[src/rtl/edge_fetch_pkg.sv]
// Edge fetch controller package: FSM state encoding and default widths.
package edge_fetch_pkg;

    localparam int DEF_NODE_IDX_WIDTH = 10;
    localparam int DEF_COUNTER_WIDTH  = 4;
    localparam int DEF_ADDR_WIDTH     = 12;
    localparam int STAT_WIDTH         = 16;

    typedef enum logic [2:0] {
        ST_IDLE     = 3'd0,
        ST_HDR_REQ  = 3'd1,
        ST_HDR_CAP  = 3'd2,
        ST_EDGE_REQ = 3'd3,
        ST_EDGE_CAP = 3'd4,
        ST_EDGE_OUT = 3'd5
    } fetch_state_e;

endpackage

[src/rtl/edge_fetch_ctrl.sv]
// Edge fetch controller: reads a node header (base, count) and then streams
// the node's successor indices one at a time over a valid/ready handshake.
// Optional feature: define EDGE_FETCH_STATS_EN to get a saturating count of
// edge handshakes on stat_edges; otherwise stat_edges is tied to zero.
module edge_fetch_ctrl
    import edge_fetch_pkg::*;
#(
    parameter int NODE_IDX_WIDTH = DEF_NODE_IDX_WIDTH,
    parameter int COUNTER_WIDTH  = DEF_COUNTER_WIDTH,
    parameter int ADDR_WIDTH     = DEF_ADDR_WIDTH
) (
    input  logic                      clk,
    input  logic                      rst,
    input  logic                      req_valid,
    output logic                      req_ready,
    input  logic [NODE_IDX_WIDTH-1:0] req_node_idx,
    input  logic                      abort,
    output logic                      hdr_rd_en,
    output logic [NODE_IDX_WIDTH-1:0] hdr_rd_addr,
    input  logic [ADDR_WIDTH-1:0]     hdr_rd_base,
    input  logic [COUNTER_WIDTH-1:0]  hdr_rd_count,
    output logic                      edge_rd_en,
    output logic [ADDR_WIDTH-1:0]     edge_rd_addr,
    input  logic [NODE_IDX_WIDTH-1:0] edge_rd_data,
    output logic                      edge_valid,
    input  logic                      edge_ready,
    output logic [NODE_IDX_WIDTH-1:0] edge_node_idx,
    output logic                      edge_last,
    output logic                      leaf,
    output logic                      busy,
    output logic [STAT_WIDTH-1:0]     stat_edges
);

    fetch_state_e             state_q, state_d;
    logic [NODE_IDX_WIDTH-1:0] node_q;
    logic [ADDR_WIDTH-1:0]     base_q;
    logic [COUNTER_WIDTH-1:0]  count_q;
    logic [COUNTER_WIDTH-1:0]  k_q;
    logic                      last_q;

    // State register
    always_ff @(posedge clk or posedge rst) begin
        if (rst) state_q <= ST_IDLE;
        else     state_q <= state_d;
    end

    // Next-state and strobe decode; abort overrides every transition
    always_comb begin
        state_d    = state_q;
        req_ready  = 1'b0;
        hdr_rd_en  = 1'b0;
        edge_rd_en = 1'b0;
        edge_valid = 1'b0;
        leaf       = 1'b0;
        unique case (state_q)
            ST_IDLE: begin
                req_ready = 1'b1;
                if (req_valid && !abort) state_d = ST_HDR_REQ;
            end
            ST_HDR_REQ: begin
                hdr_rd_en = 1'b1;
                state_d   = ST_HDR_CAP;
            end
            ST_HDR_CAP: begin
                // header data is on the bus this cycle, so a leaf is flagged directly from it
                if (hdr_rd_count == '0) begin
                    leaf    = 1'b1;
                    state_d = ST_IDLE;
                end else begin
                    state_d = ST_EDGE_REQ;
                end
            end
            ST_EDGE_REQ: begin
                edge_rd_en = 1'b1;
                state_d    = ST_EDGE_CAP;
            end
            ST_EDGE_CAP: begin
                state_d = ST_EDGE_OUT;
            end
            ST_EDGE_OUT: begin
                edge_valid = 1'b1;
                if (edge_ready) state_d = last_q ? ST_IDLE : ST_EDGE_REQ;
            end
            default: state_d = ST_IDLE;
        endcase
        if (abort) state_d = ST_IDLE;
    end

    // Request, header and edge-counter datapath
    always_ff @(posedge clk or posedge rst) begin
        if (rst) begin
            node_q        <= '0;
            base_q        <= '0;
            count_q       <= '0;
            k_q           <= '0;
            edge_node_idx <= '0;
            last_q        <= 1'b0;
        end else begin
            case (state_q)
                ST_IDLE: begin
                    if (req_valid && !abort) node_q <= req_node_idx;
                end
                ST_HDR_CAP: begin
                    base_q  <= hdr_rd_base;
                    count_q <= hdr_rd_count;
                    k_q     <= '0;
                end
                ST_EDGE_CAP: begin
                    edge_node_idx <= edge_rd_data;
                    last_q        <= (k_q == count_q - 1'b1);
                end
                ST_EDGE_OUT: begin
                    if (edge_ready && !last_q && !abort) k_q <= k_q + 1'b1;
                end
                default: ;
            endcase
        end
    end

    assign busy         = (state_q != ST_IDLE);
    assign hdr_rd_addr  = node_q;
    // address wraps modulo the edge memory size
    assign edge_rd_addr = base_q + ADDR_WIDTH'(k_q);
    assign edge_last    = (state_q == ST_EDGE_OUT) && last_q;

`ifdef EDGE_FETCH_STATS_EN
    logic [STAT_WIDTH-1:0] stat_q;

    // Saturating count of edge handshakes, cleared only by reset
    always_ff @(posedge clk or posedge rst) begin
        if (rst)
            stat_q <= '0;
        else if (edge_valid && edge_ready && (stat_q != '1))
            stat_q <= stat_q + 1'b1;
    end

    assign stat_edges = stat_q;
`else
    assign stat_edges = '0;
`endif

endmodule

[config.mk]
export PLATFORM = sky130hd
export DESIGN_NAME = edge_fetch_ctrl
export DESIGN_NICKNAME = d
export VERILOG_FILES = /design/src/rtl/edge_fetch_pkg.sv /design/src/rtl/edge_fetch_ctrl.sv
export SDC_FILE = /design/constraint.sdc
export NUM_CORES = 1
export LEC_CHECK = 0
export ABC_AREA = 0
export BUFFER_PORTS_ARGS = -buffer_cell sky130_fd_sc_hd__buf_2
export CAP_MARGIN = 20
export CORE_MARGIN = 5
export CORE_UTILIZATION = 51
export CTS_CLUSTER_DIAMETER = 120
export DETAILED_ROUTE_END_ITERATION = 6
export PLACE_DENSITY_LB_ADDON = 0.2
export SLEW_MARGIN = 0
export SYNTH_ARGS = -nofsm -noshare
export SYNTH_HDL_FRONTEND = slang
export SYNTH_SLANG_ARGS = --single-unit
[constraint.sdc]
create_clock -name clk -period 4.1 [get_ports clk]
set_clock_uncertainty 0.15 [all_clocks]
set_input_delay 1.23 -clock clk [delete_from_list [all_inputs] [get_ports clk]]
set_output_delay 1.23 -clock clk [all_outputs]
set_load 0.05 [all_outputs]
# Word level (Yosys, flattened, before mapping)
# Cells that the tools add are included.
[totals]
reg_bits = 44
input_bits = 41
[op_classes]
add_sub_neg = 3
eq_ne = 9
mux = 14
n_reduce_logical = 13
[ops]
columns = ["cell", "count"]
rows = [
  ["3-bit one-hot mux with 6 select lines", 1],
  ["12-bit by 4-bit adder with 12-bit output", 1],
  ["3-bit two-way mux", 3],
  ["4-bit one-hot mux with 2 select lines", 1],
  ["3-bit by 2-bit equality test with 1-bit output, second input constant", 2],
  ["3-bit equality test, second input constant", 2],
  ["1-bit two-way mux", 6],
  ["3-bit != test, second input constant", 2],
  ["2-bit AND reduction", 3],
  ["4-bit by 1-bit adder with 4-bit output, second input constant", 1],
  ["4-bit equality test", 1],
  ["1-bit logical AND", 4],
  ["4-bit logical NOT", 1],
  ["2-bit two-way mux", 2],
  ["4-bit two-way mux", 1],
  ["4-bit by 1-bit subtractor with 4-bit output, second input constant", 1],
  ["3-bit by 1-bit equality test with 1-bit output, second input constant", 1],
  ["3-bit logical NOT", 1],
  ["3-bit nonzero test", 1],
  ["1-bit logical NOT", 2],
  ["2-bit != test, second input constant", 1],
  ["2-bit nonzero test", 1],
]

# Logic depth before layout (Yosys ltp)
# Gate-level depths: netlist (run 1).
[logic_depth]
ltp_word = 5
depth_mapped = 6
depth_no_buf = 6

# Worst setup path after synthesis (run 1)
# OpenSTA, ideal clock, no wires.
[synth_path]
path_kind = "input -> output"
from = "in hdr_rd_count[3]"
to = "out leaf"
arrival_time_ps = 3406
t_required_ps = 2720
path_slack_ps = -686
stages = 2
path_buffers = 0
cell_sequence = "or4_1 -> nor4b_1"
[synth_between]
elab_chain_len = 3
[synth_lines]
columns = ["element", "line_no", "source"]
rows = [
  ["from (decl)", "edge_fetch_ctrl.sv:21", "input logic [COUNTER_WIDTH-1:0] hdr_rd_count,"],
  ["4-bit logical NOT", "edge_fetch_ctrl.sv:66", "if (hdr_rd_count == '0) begin"],
  ["1-bit two-way mux", "edge_fetch_ctrl.sv:66", ""],
  ["1-bit two-way mux", "edge_fetch_ctrl.sv:55", "unique case (state_q)"],
  ["to (decl)", "edge_fetch_ctrl.sv:29", "output logic leaf,"],
]
# No other way between the ends.

# Worst setup path after layout (run 1)
# Same ends and word-level chain as after synthesis.

==> impl_results.md, run 1 <==
- Outcome: finished clean
- Worst path top cell family by delay: simple AND/OR/NAND/NOR gates
- EDFF count, synth: 0
- Overflow after GRT: 0
- DR iter-0 viols: 39
- Die ar.: 5930 um^2
- Post-CTS Setup Inserts: 0
- Largest net degree at the start of global routing: 30
- MaxCap Viol Count: 0
- Leak: 1.45 nW
- Crit start category: input port
- CP max stage delay: 590 ps
- Total Power: 0.00206 W
- Initial antenna violation count: 0
- Register-to-Register Setup Slack: 2190 ps
- GR Util All Layers: 0.157
- Async SR Flop Fraction: 1.00
- Clock tree buffer depth: 2
- Synthesized cell area: 2290 um^2
- Tmin final: 3840 ps
- Layout area overhead: 22.4%
- Critical path class: input port to output port
- Nets: 326
- VDD IR-drop max: 517 uV
- Initial core utilization: 0.526
- DIE HEIGHT: 77.0 um
- # rows: 24
- Per-cell routed wire length: 14.3 um
- Top FF cell, synth: dfrtp_1
- Cts hold-fix bufs: 0
- Syn_area_per_cell: 11.8 um^2
- Worst path required time: 2720 ps
- Final worst path period share: 0.936
- Most frequent cell on the critical path: buf_2
- CTS Buf Count: 5
- Slew @ Worst Pin: 589 ps
- Setup TNS: 0 ps
- Antenna Cells: 0
- Drc violations: 0
- Slowest stage cell, crit path: or4_1
- Fmax achieved: 0.260 GHz
- Vias in the first global route: 1682
- Register area share after synthesis: 0.481
- Drt first pass iters: 4
- Gate Count Post-Synth: 194
- Root Buffer: clkbuf_8
- Commonest cells after routing, fill and taps aside: buf_2 (79), dfrtp_1 (44), mux2_2 (35), conb_1 (16), nor2_1 (11)
- WL final: 4.70 mm
- Commonest non-fill, non-tap cell in the layout: buf_2
- Cts repair resizes: 0
- Relative slew slack: 0.605
- Via count: 1622
- Yosys Warn Count: 0
- Hold Fails Final Rpt: 0
- Avg Vias per Cell: 4.92
- Final setup viols: 0
- Worst setup EP type: output port
- Share of layout cells above drive strength 1: 0.464
- GP Congestion: 0.816
- Clk_lat worst skew: 290 ps
- WP buf/inv: 2
- Clock Sinks: 44
- Worst-path fanout max: 2
- Final Max Tran Viols: 0
- CTS tree: done
- First-pass GRT wire length: 7.71 mm
- Min-delay worst type: flip-flop to flip-flop
- Port bufs: 79
- Critical Path AT: 2460 ps
- Cell variety after synth: 38
- RSZ-0062 raised after global routing: no
- CP Cell Sequence: buf_2 -> or4_1 -> nor4b_4 -> buf_2
- Synthesized flop and latch total: 44
- H-Tree Depth: 2
- Core area: 4350 um^2
- Final antenna-violating net count: 0
- Die width: 77.0 um
- Worst-path clk slew: 80 ps
- Power Density: 735 nW/um^2
- DP HPWL: 3.64 mm
- I/O pins: 96
[routing by layer]
metal	up-vias	wire (um)	GRT usage
li1	801	-	-
met1	763	1930	0.188
met2	56	2340	0.269
met3	2	420	0.0527
met4	0	23	0.0412
met5	-	0	0
[power by group]
group	internal, W	leakage [nW]	switching, W	total [W]
registers	0.000594	0.550	0.000125	0.000720
clock network	0.000115	0.0400	0.000143	0.000258
logic	0.000326	0.862	0.000758	0.00108
total	0.00104	1.45	0.00103	0.00206
[cell type report]
type                       instances  area [um^2]
clock buffer                       5         68.8
clock inverter                     2         12.5
fill                             358         1550
multi-input combinational        138         1090
timing repair buffer              82          438
sequential                        44         1100
inverter                           7         26.3
tap                               52         65.1
[path summary, 6_finish.rpt]
kind,from,endpoint,depth (start not counted)
min in group asynchronous,rst,hdr_rd_addr[0]$_DFFE_PP0P_,2
max in group asynchronous,rst,state_q[0]$_DFFE_PP0P_,4
setup / recovery,hdr_rd_count[3],leaf,4
setup reg to reg,state_q[2]$_DFFE_PP0P_,edge_node_idx[6]$_DFFE_PP0P_,3
hold reg to reg,hdr_rd_addr[4]$_DFFE_PP0P_,hdr_rd_addr[4]$_DFFE_PP0P_,1
hold / removal,hdr_rd_addr[4]$_DFFE_PP0P_,hdr_rd_addr[4]$_DFFE_PP0P_,1
[registers in the layout (all words and copies together), names as in the netlist]
signal,cells
base_q,12
k_q,4
state_q,3
hdr_rd_addr,10
last_q,1
edge_node_idx,10
count_q,4
[synthesized netlist by cell type (3+ instances only)]
cell        n  share of area
buf_4      17          0.056
dfrtp_1    44           0.48
a21oi_1     3         0.0066
xor2_1     10          0.038
mux2_2     35           0.17
and3_1      4          0.011
xnor2_1     7          0.027
nor2_1     11          0.018
nand3_1     3         0.0066
o21ai_0     5          0.011
nor3_1      3         0.0066
inv_1       6         0.0098
nand2_1     9          0.015
o2111ai_1   3          0.011
ha_1        6          0.033
[cells by family (layout without fill, tap and decap cells)]
kind of cell / count (synthesis) / in the layout / share of synthesized area
muxes: 36 / 36 / 0.176
DFF: 44 / 44 / 0.481
adders and majority gates: 7 / 7 / 0.0415
other: 1 / 16 / 0.00164
xor gates and xnor gates: 17 / 17 / 0.0650
AOI/OAI and AO/OA: 20 / 20 / 0.0584
and+or+nand+nor: 42 / 42 / 0.103
buffers and inverters: 27 / 96 / 0.0732
[through the flow]
step,utilization,hold slack (ps),setup slack (ps),cell area [um^2],instances
3_3_place_gp,0.619,332,254,2700,322
3_5_place_dp,0.619,338,248,2700,322
2_1_floorplan,-,337,278,2360,209
5_1_grt,0.644,377,88.3,2810,330
4_1_cts,0.638,357,236,2780,329
6_report,0.644,357,261,2810,330
Power figures use the tool's default switching activity.
==> inputs of run 2 (changes only) <==
--- a/config.mk
+++ b/config.mk
@@ -9,7 +9,7 @@
 export BUFFER_PORTS_ARGS = -buffer_cell sky130_fd_sc_hd__buf_2
 export CAP_MARGIN = 20
 export CORE_MARGIN = 5
-export CORE_UTILIZATION = 51
+export CORE_UTILIZATION = 40
 export CTS_CLUSTER_DIAMETER = 120
 export DETAILED_ROUTE_END_ITERATION = 6
 export PLACE_DENSITY_LB_ADDON = 0.2
==> run 2 against run 1 <==
Final cell count up 5.8%. Die area up 24%. Clock-buffer cell count grew 1. Largest cell class unchanged. Highest routed layer unchanged. Critical path type unchanged. First-iteration DRC count shrank 18%.
==> impl_results.md, run 2 (synthesized netlist as in run 1, its figures left out) <==
- Outcome: finished clean
- Initial antenna violation count: 0 (unchanged)
- Per-cell routed wire length: 12.9 um (-9.6%)
- Commonest non-fill, non-tap cell in the layout: buf_2
- DR iter-0 viols: 32 (-18%)
- I/O pins: 96 (unchanged)
- Sw frac: 0.478 (-0.0199)
- Final WS setup: 218 ps (-43.0 ps)
- Root Buffer: clkbuf_8
- Overflow after GRT: 0 (unchanged)
- Post-CTS Setup Inserts: 0 (unchanged)
- Switching power: 0.00102 W (-0.52%)
- CP Cell Sequence: buf_2 -> or4_1 -> nor4b_4 -> buf_2
- Core area: 5540 um^2 (+27%)
- Worst setup EP type: output port
- RSZ-0062 raised after global routing: no
- Worst path required time: 2720 ps (about the same)
- Antenna Cells: 0 (unchanged)
- Vias in the first global route: 1652 (-1.8%)
- Initial core utilization: 0.414 (-0.113)
- Drt first pass iters: 4 (unchanged)
- Drc violations: 0 (unchanged)
- Port bufs: 79 (unchanged)
- Final core occ: 0.512 (-0.133)
- # rows: 27 (+13%)
- Worst-path fanout max: 2 (unchanged)
- GR Util All Layers: 0.126 (-0.0309)
- Commonest cells after routing, fill and taps aside: buf_2 (79), dfrtp_1 (44), mux2_2 (35), conb_1 (16), nor2_1 (11)
- Layout area overhead: 23.8%
- Final setup viols: 0 (unchanged)
- Cts repair resizes: 0 (unchanged)
- Clk_lat worst skew: 290 ps (about the same)
- H-Tree Depth: 2 (unchanged)
- WL final: 4.50 mm (-4.4%)
- DIE HEIGHT: 85.7 um (+11%)
- CP max stage delay: 630 ps (+40 ps)
- Nets: 324 (-0.61%)
- Top reg by flops: base_q
- Power Density: 754 nW/um^2 (+2.5%)
- Pre-CTS setup slack: 213 ps (-34.6 ps)
- Total Power: 0.00214 W (+3.6%)
- Critical path class: input port to output port
- Clock Sinks: 44 (unchanged)
- Slowest stage cell, crit path: or4_1
- Worst-path clk slew: 80 ps (about the same)
- Setup TNS: 0 ps (unchanged)
- DP HPWL: 3.49 mm (-4.3%)
- CTS tree: done
- Clock network power share: 0.162 (+0.037)
- Most frequent cell on the critical path: buf_2
- Slew @ Worst Pin: 907 ps (+318 ps)
- Share of layout cells above drive strength 1: 0.466 (+0.00168)
- Final antenna-violating net count: 0 (unchanged)
- Largest register FFs: 12 (unchanged)
- WP buf/inv: 2 (unchanged)
- Avg Vias per Cell: 4.66 (-5.1%)
- Path depth of the worst reg2reg path: 3 (unchanged)
- Seq pwr share: 0.335 (-0.014)
- Share of total power in combinational logic: 0.503 (-0.023)
- Levels on crit path: 4 (unchanged)
- Cell-internal power: 0.00112 W (+7.7%)
- GP Congestion: 0.735 (-10%)
- CTS Buf Count: 5 (unchanged)
- Die width: 85.7 um (+11%)
- Worst Hold Depth: 1 (unchanged)
- Clock tree buffer depth: 2 (unchanged)
- Cts hold-fix bufs: 0 (unchanged)
- Critical Path AT: 2500 ps (+40 ps)
- Via count: 1628 (+0.37%)
- Worst path top cell family by delay: simple AND/OR/NAND/NOR gates
- Tmin final: 3880 ps (+43.0 ps)
- Crit start category: input port
- Final worst path period share: 0.947 (+0.0105)
- Relative slew slack: 0.395 (-0.210)
- Final Max Tran Viols: 0 (unchanged)
- Hold Fails Final Rpt: 0 (unchanged)
- Largest net degree at the start of global routing: 45 (+50%)
- Min-delay worst type: flip-flop to flip-flop
- VDD IR-drop max: 367 uV (-29%)
- Die ar.: 7340 um^2 (+24%)
- MaxCap Viol Count: 0 (unchanged)
- First-pass GRT wire length: 7.52 mm (-2.4%)
- Leak: 1.46 nW (+0.45%)
- Fmax achieved: 0.258 GHz (-1.1%)
run 2: cell count changes in the layout (fill, tap and decap cells not counted), sizes merged:
cell,change
buf,-2
clkinv,-1
clkinvlp,-1
bufinv,+1
clkbuf,+1
inv,+1
run 2: metrics by stage:
stage          cells  hold WS (ps)  instance area, um^2
5_1_grt          349           373                 2840
3_5_place_dp     341           339                 2710
2_1_floorplan    209           337                 2360
6_report         349           353                 2840
3_3_place_gp     341           333                 2710
4_1_cts          349           359                 2840
run 2: layer usage:
| layer | vias to the layer above | wire length [um] | global-route usage |
|---|---|---|---|
| li1 | 804 | - | - |
| met1 | 764 | 2010 | 0.164 |
| met2 | 55 | 2120 | 0.206 |
| met3 | 5 | 334 | 0.0375 |
| met4 | 0 | 36 | 0.0302 |
| met5 | - | 0 | 0 |
run 2: layout make-up:
class / count / area (um^2)
Inverter: 7 / 26.3
Fill cell: 540 / 2710
Clock inverter: 2 / 38.8
Clock buffer: 6 / 82.6
Multi-Input combinational cell: 138 / 1090
Timing Repair Buffer: 80 / 403
Tap cell: 72 / 90.1
Sequential cell: 44 / 1100
run 2: power by group through the flow:
stage / sequential (W) / clock [W] / combinational (W)
2_1_floorplan: 0.000967 / 0 / 0.000629
3_3_place_gp: 0.000723 / 0 / 0.00108
3_5_place_dp: 0.000726 / 0 / 0.00109
4_1_cts: 0.000718 / 0.000361 / 0.00109
5_1_grt: 0.000743 / 0.000376 / 0.00115
6_report: 0.000715 / 0.000346 / 0.00108
run 2: worst paths after layout:
check / slack, ps / to / startpoint
worst min-delay path: 350 / hdr_rd_addr[4]$_DFFE_PP0P_ / hdr_rd_addr[4]$_DFFE_PP0P_
max in group asynchronous: 2250 / hdr_rd_addr[8]$_DFFE_PP0P_ / rst
min in group asynchronous: 980 / base_q[3]$_DFFE_PP0P_ / rst
worst min register to register: 350 / hdr_rd_addr[4]$_DFFE_PP0P_ / hdr_rd_addr[4]$_DFFE_PP0P_
worst max register to register: 2210 / edge_node_idx[9]$_DFFE_PP0P_ / state_q[2]$_DFFE_PP0P_
worst max-delay path: 220 / leaf / hdr_rd_count[3]
==> inputs of run 3 (changes only) <==
--- a/config.mk
+++ b/config.mk
@@ -6,7 +6,7 @@
 export NUM_CORES = 1
 export LEC_CHECK = 0
 export ABC_AREA = 0
-export BUFFER_PORTS_ARGS = -buffer_cell sky130_fd_sc_hd__buf_2
+export BUFFER_PORTS_ARGS = -buffer_cell sky130_fd_sc_hd__buf_4
 export CAP_MARGIN = 20
 export CORE_MARGIN = 5
 export CORE_UTILIZATION = 40
==> constraint.sdc (replaced) <==
create_clock -name clk -period 4.33 [get_ports clk]
set_clock_uncertainty 0.15 [all_clocks]
set_input_delay 1.299 -clock clk [delete_from_list [all_inputs] [get_ports clk]]
set_output_delay 1.299 -clock clk [all_outputs]
set_load 0.05 [all_outputs]
==> run 3 against run 2 <==
Global-route usage up 0.98 points. Worst setup slack improved by 180 ps. Critical path depth unchanged. Sequential power shrank 4.5%. Total power is 1.3% lower. Sequential share of layout area decreased by 2.3 points. Non-clock buffer count is the same. Critical endpoint unchanged.
==> impl_results.md, run 3 (synthesized netlist as in run 1, its figures left out) <==
- Outcome: finished clean
- Largest net degree at the start of global routing: 45 (unchanged)
- Initial antenna violation count: 0 (unchanged)
- # rows: 27 (unchanged)
- Worst-path fanout max: 2 (unchanged)
- First-pass GRT wire length: 8.02 mm (+6.7%)
- Met1 WL: 1.93 mm (-3.9%)
- Port bufs: 79 (unchanged)
- Clk_lat worst skew: 290 ps (about the same)
- Final setup viols: 0 (unchanged)
- Worst-path clk slew: 80 ps (about the same)
- Layout fillers: 514 (-4.8%)
- Relative slew slack: 0.392 (-0.00266)
- Hold Fails Final Rpt: 0 (unchanged)
- VDD IR-drop max: 392 uV (+6.6%)
- Commonest non-fill, non-tap cell in the layout: buf_4
- Leak: 1.51 nW (+3.3%)
- Largest register FFs: 12 (unchanged)
- Cts repair resizes: 0 (unchanged)
- Worst setup EP type: output port
- DR iter-0 viols: 80 (+150%)
- Root Buffer: clkbuf_8
- Critical Path AT: 2490 ps (about the same)
- Fmax achieved: 0.254 GHz
- Antenna Cells: 0 (unchanged)
- Worst Hold Depth: 1 (unchanged)
- Avg Vias per Cell: 4.75 (+1.8%)
- Commonest cells after routing, fill and taps aside: buf_4 (80), dfrtp_1 (44), mux2_2 (35), conb_1 (16), nor2_1 (11)
- Core area: 5540 um^2 (unchanged)
- Top reg by flops: base_q
- Crit start category: input port
- Worst path required time: 2880 ps (+160 ps)
- H-Tree Depth: 2 (unchanged)
- DR top layer: met4
- Critical path class: input port to output port
- Clock tree buffer depth: 2 (unchanged)
- Cts hold-fix bufs: 0 (unchanged)
- Min-delay worst type: flip-flop to flip-flop
- CTS Buf Count: 5 (unchanged)
- Via count: 1657 (+1.8%)
- I/O pins: 96 (unchanged)
- Setup TNS: 0 ps (unchanged)
- Initial core utilization: 0.414 (unchanged)
- WL final: 4.79 mm (+6.5%)
- Nets: 324 (unchanged)
- DR WL met3: 433 um (+30%)
- Vias in the first global route: 1774 (+7.4%)
- Power Density: 699 nW/um^2 (-7.2%)
- Met2 WL: 2.41 mm (+14%)
- Share of layout cells above drive strength 1: 0.466 (unchanged)
- RSZ-0062 raised after global routing: no
- Post-CTS Setup Inserts: 0 (unchanged)
- Per-cell routed wire length: 13.7 um (+6.5%)
- DIE HEIGHT: 85.7 um (unchanged)
- GP Congestion: 0.780 (+6.1%)
- MaxCap Viol Count: 0 (unchanged)
- Die width: 85.7 um (unchanged)
- Final core occ: 0.544 (+0.0323)
- Drt first pass iters: 4 (unchanged)
- Slew @ Worst Pin: 911 ps (+3.98 ps)
- Overflow after GRT: 0 (unchanged)
- Die ar.: 7340 um^2 (unchanged)
- Clock Sinks: 44 (unchanged)
- Path depth of the worst reg2reg path: 3 (unchanged)
- DP HPWL: 3.75 mm (+7.6%)
- CTS tree: done
- Final antenna-violating net count: 0 (unchanged)
- Final worst path period share: 0.909
- GR Util All Layers: 0.136 (+0.00977)
- Layout area overhead: 31.6%
- Tmin final: 3940 ps
- Final Max Tran Viols: 0 (unchanged)
- Drc violations: 0 (unchanged)
[run 3: cell count changes in the layout (fill, tap and decap cells not counted), sizes merged]
cell      previous run  this run
clkinvlp             0         1
clkbuf               6         5
[run 3: critical path, stage by stage]
cell,delay (ps)
buf_4,110
or4_1,600
nor4b_2,240
buf_4,240
[run 3: final timing paths]
kind                                            startpoint                      endpoint  slack [ps]
worst min-delay path            hdr_rd_addr[7]$_DFFE_PP0P_    hdr_rd_addr[7]$_DFFE_PP0P_         360
worst max register to register      state_q[2]$_DFFE_PP0P_  edge_node_idx[4]$_DFFE_PP0P_        2420
worst max-delay path                       hdr_rd_count[3]                          leaf         390
min in group asynchronous                              rst    hdr_rd_addr[6]$_DFFE_PP0P_        1070
max in group asynchronous                              rst    hdr_rd_addr[0]$_DFFE_PP0P_        2400
worst min register to register  hdr_rd_addr[7]$_DFFE_PP0P_    hdr_rd_addr[7]$_DFFE_PP0P_         360
[run 3: routing by layer]
metal,vias to the layer above,track usage
met5,-,0
met1,798,0.167
met3,2,0.0500
met2,56,0.228
li1,801,-
met4,0,0.0302
[run 3: where the power goes]
part / internal [W] / switching, W
Combinational: 0.000396 / 0.000721
Sequential: 0.000563 / 0.000121
Clock: 0.000171 / 0.000136
[run 3: final cells by class]
class	count	area [um^2]	area share
flip-flops and latches	44	1100	0.365
multi-input cells	138	1080	0.360
repair buffers	80	601	0.199
well taps	72	90.1	0.0299
clock buffers	5	68.8	0.0228
clock inverters	3	42.5	0.0141
inverters	7	26.3	0.00872
[run 3: per-stage QoR]
step           cell area (um^2)  cells  power (W)  worst slack, ps  hold slack [ps]
2_1_floorplan              2350    209    0.00151             88.9              337
3_3_place_gp               2900    341    0.00181              401              340
3_5_place_dp               2900    341    0.00182              387              344
4_1_cts                    3010    349    0.00213              387              365
5_1_grt                    3010    349    0.00223              292              390
6_report                   3010    349    0.00211              393              360
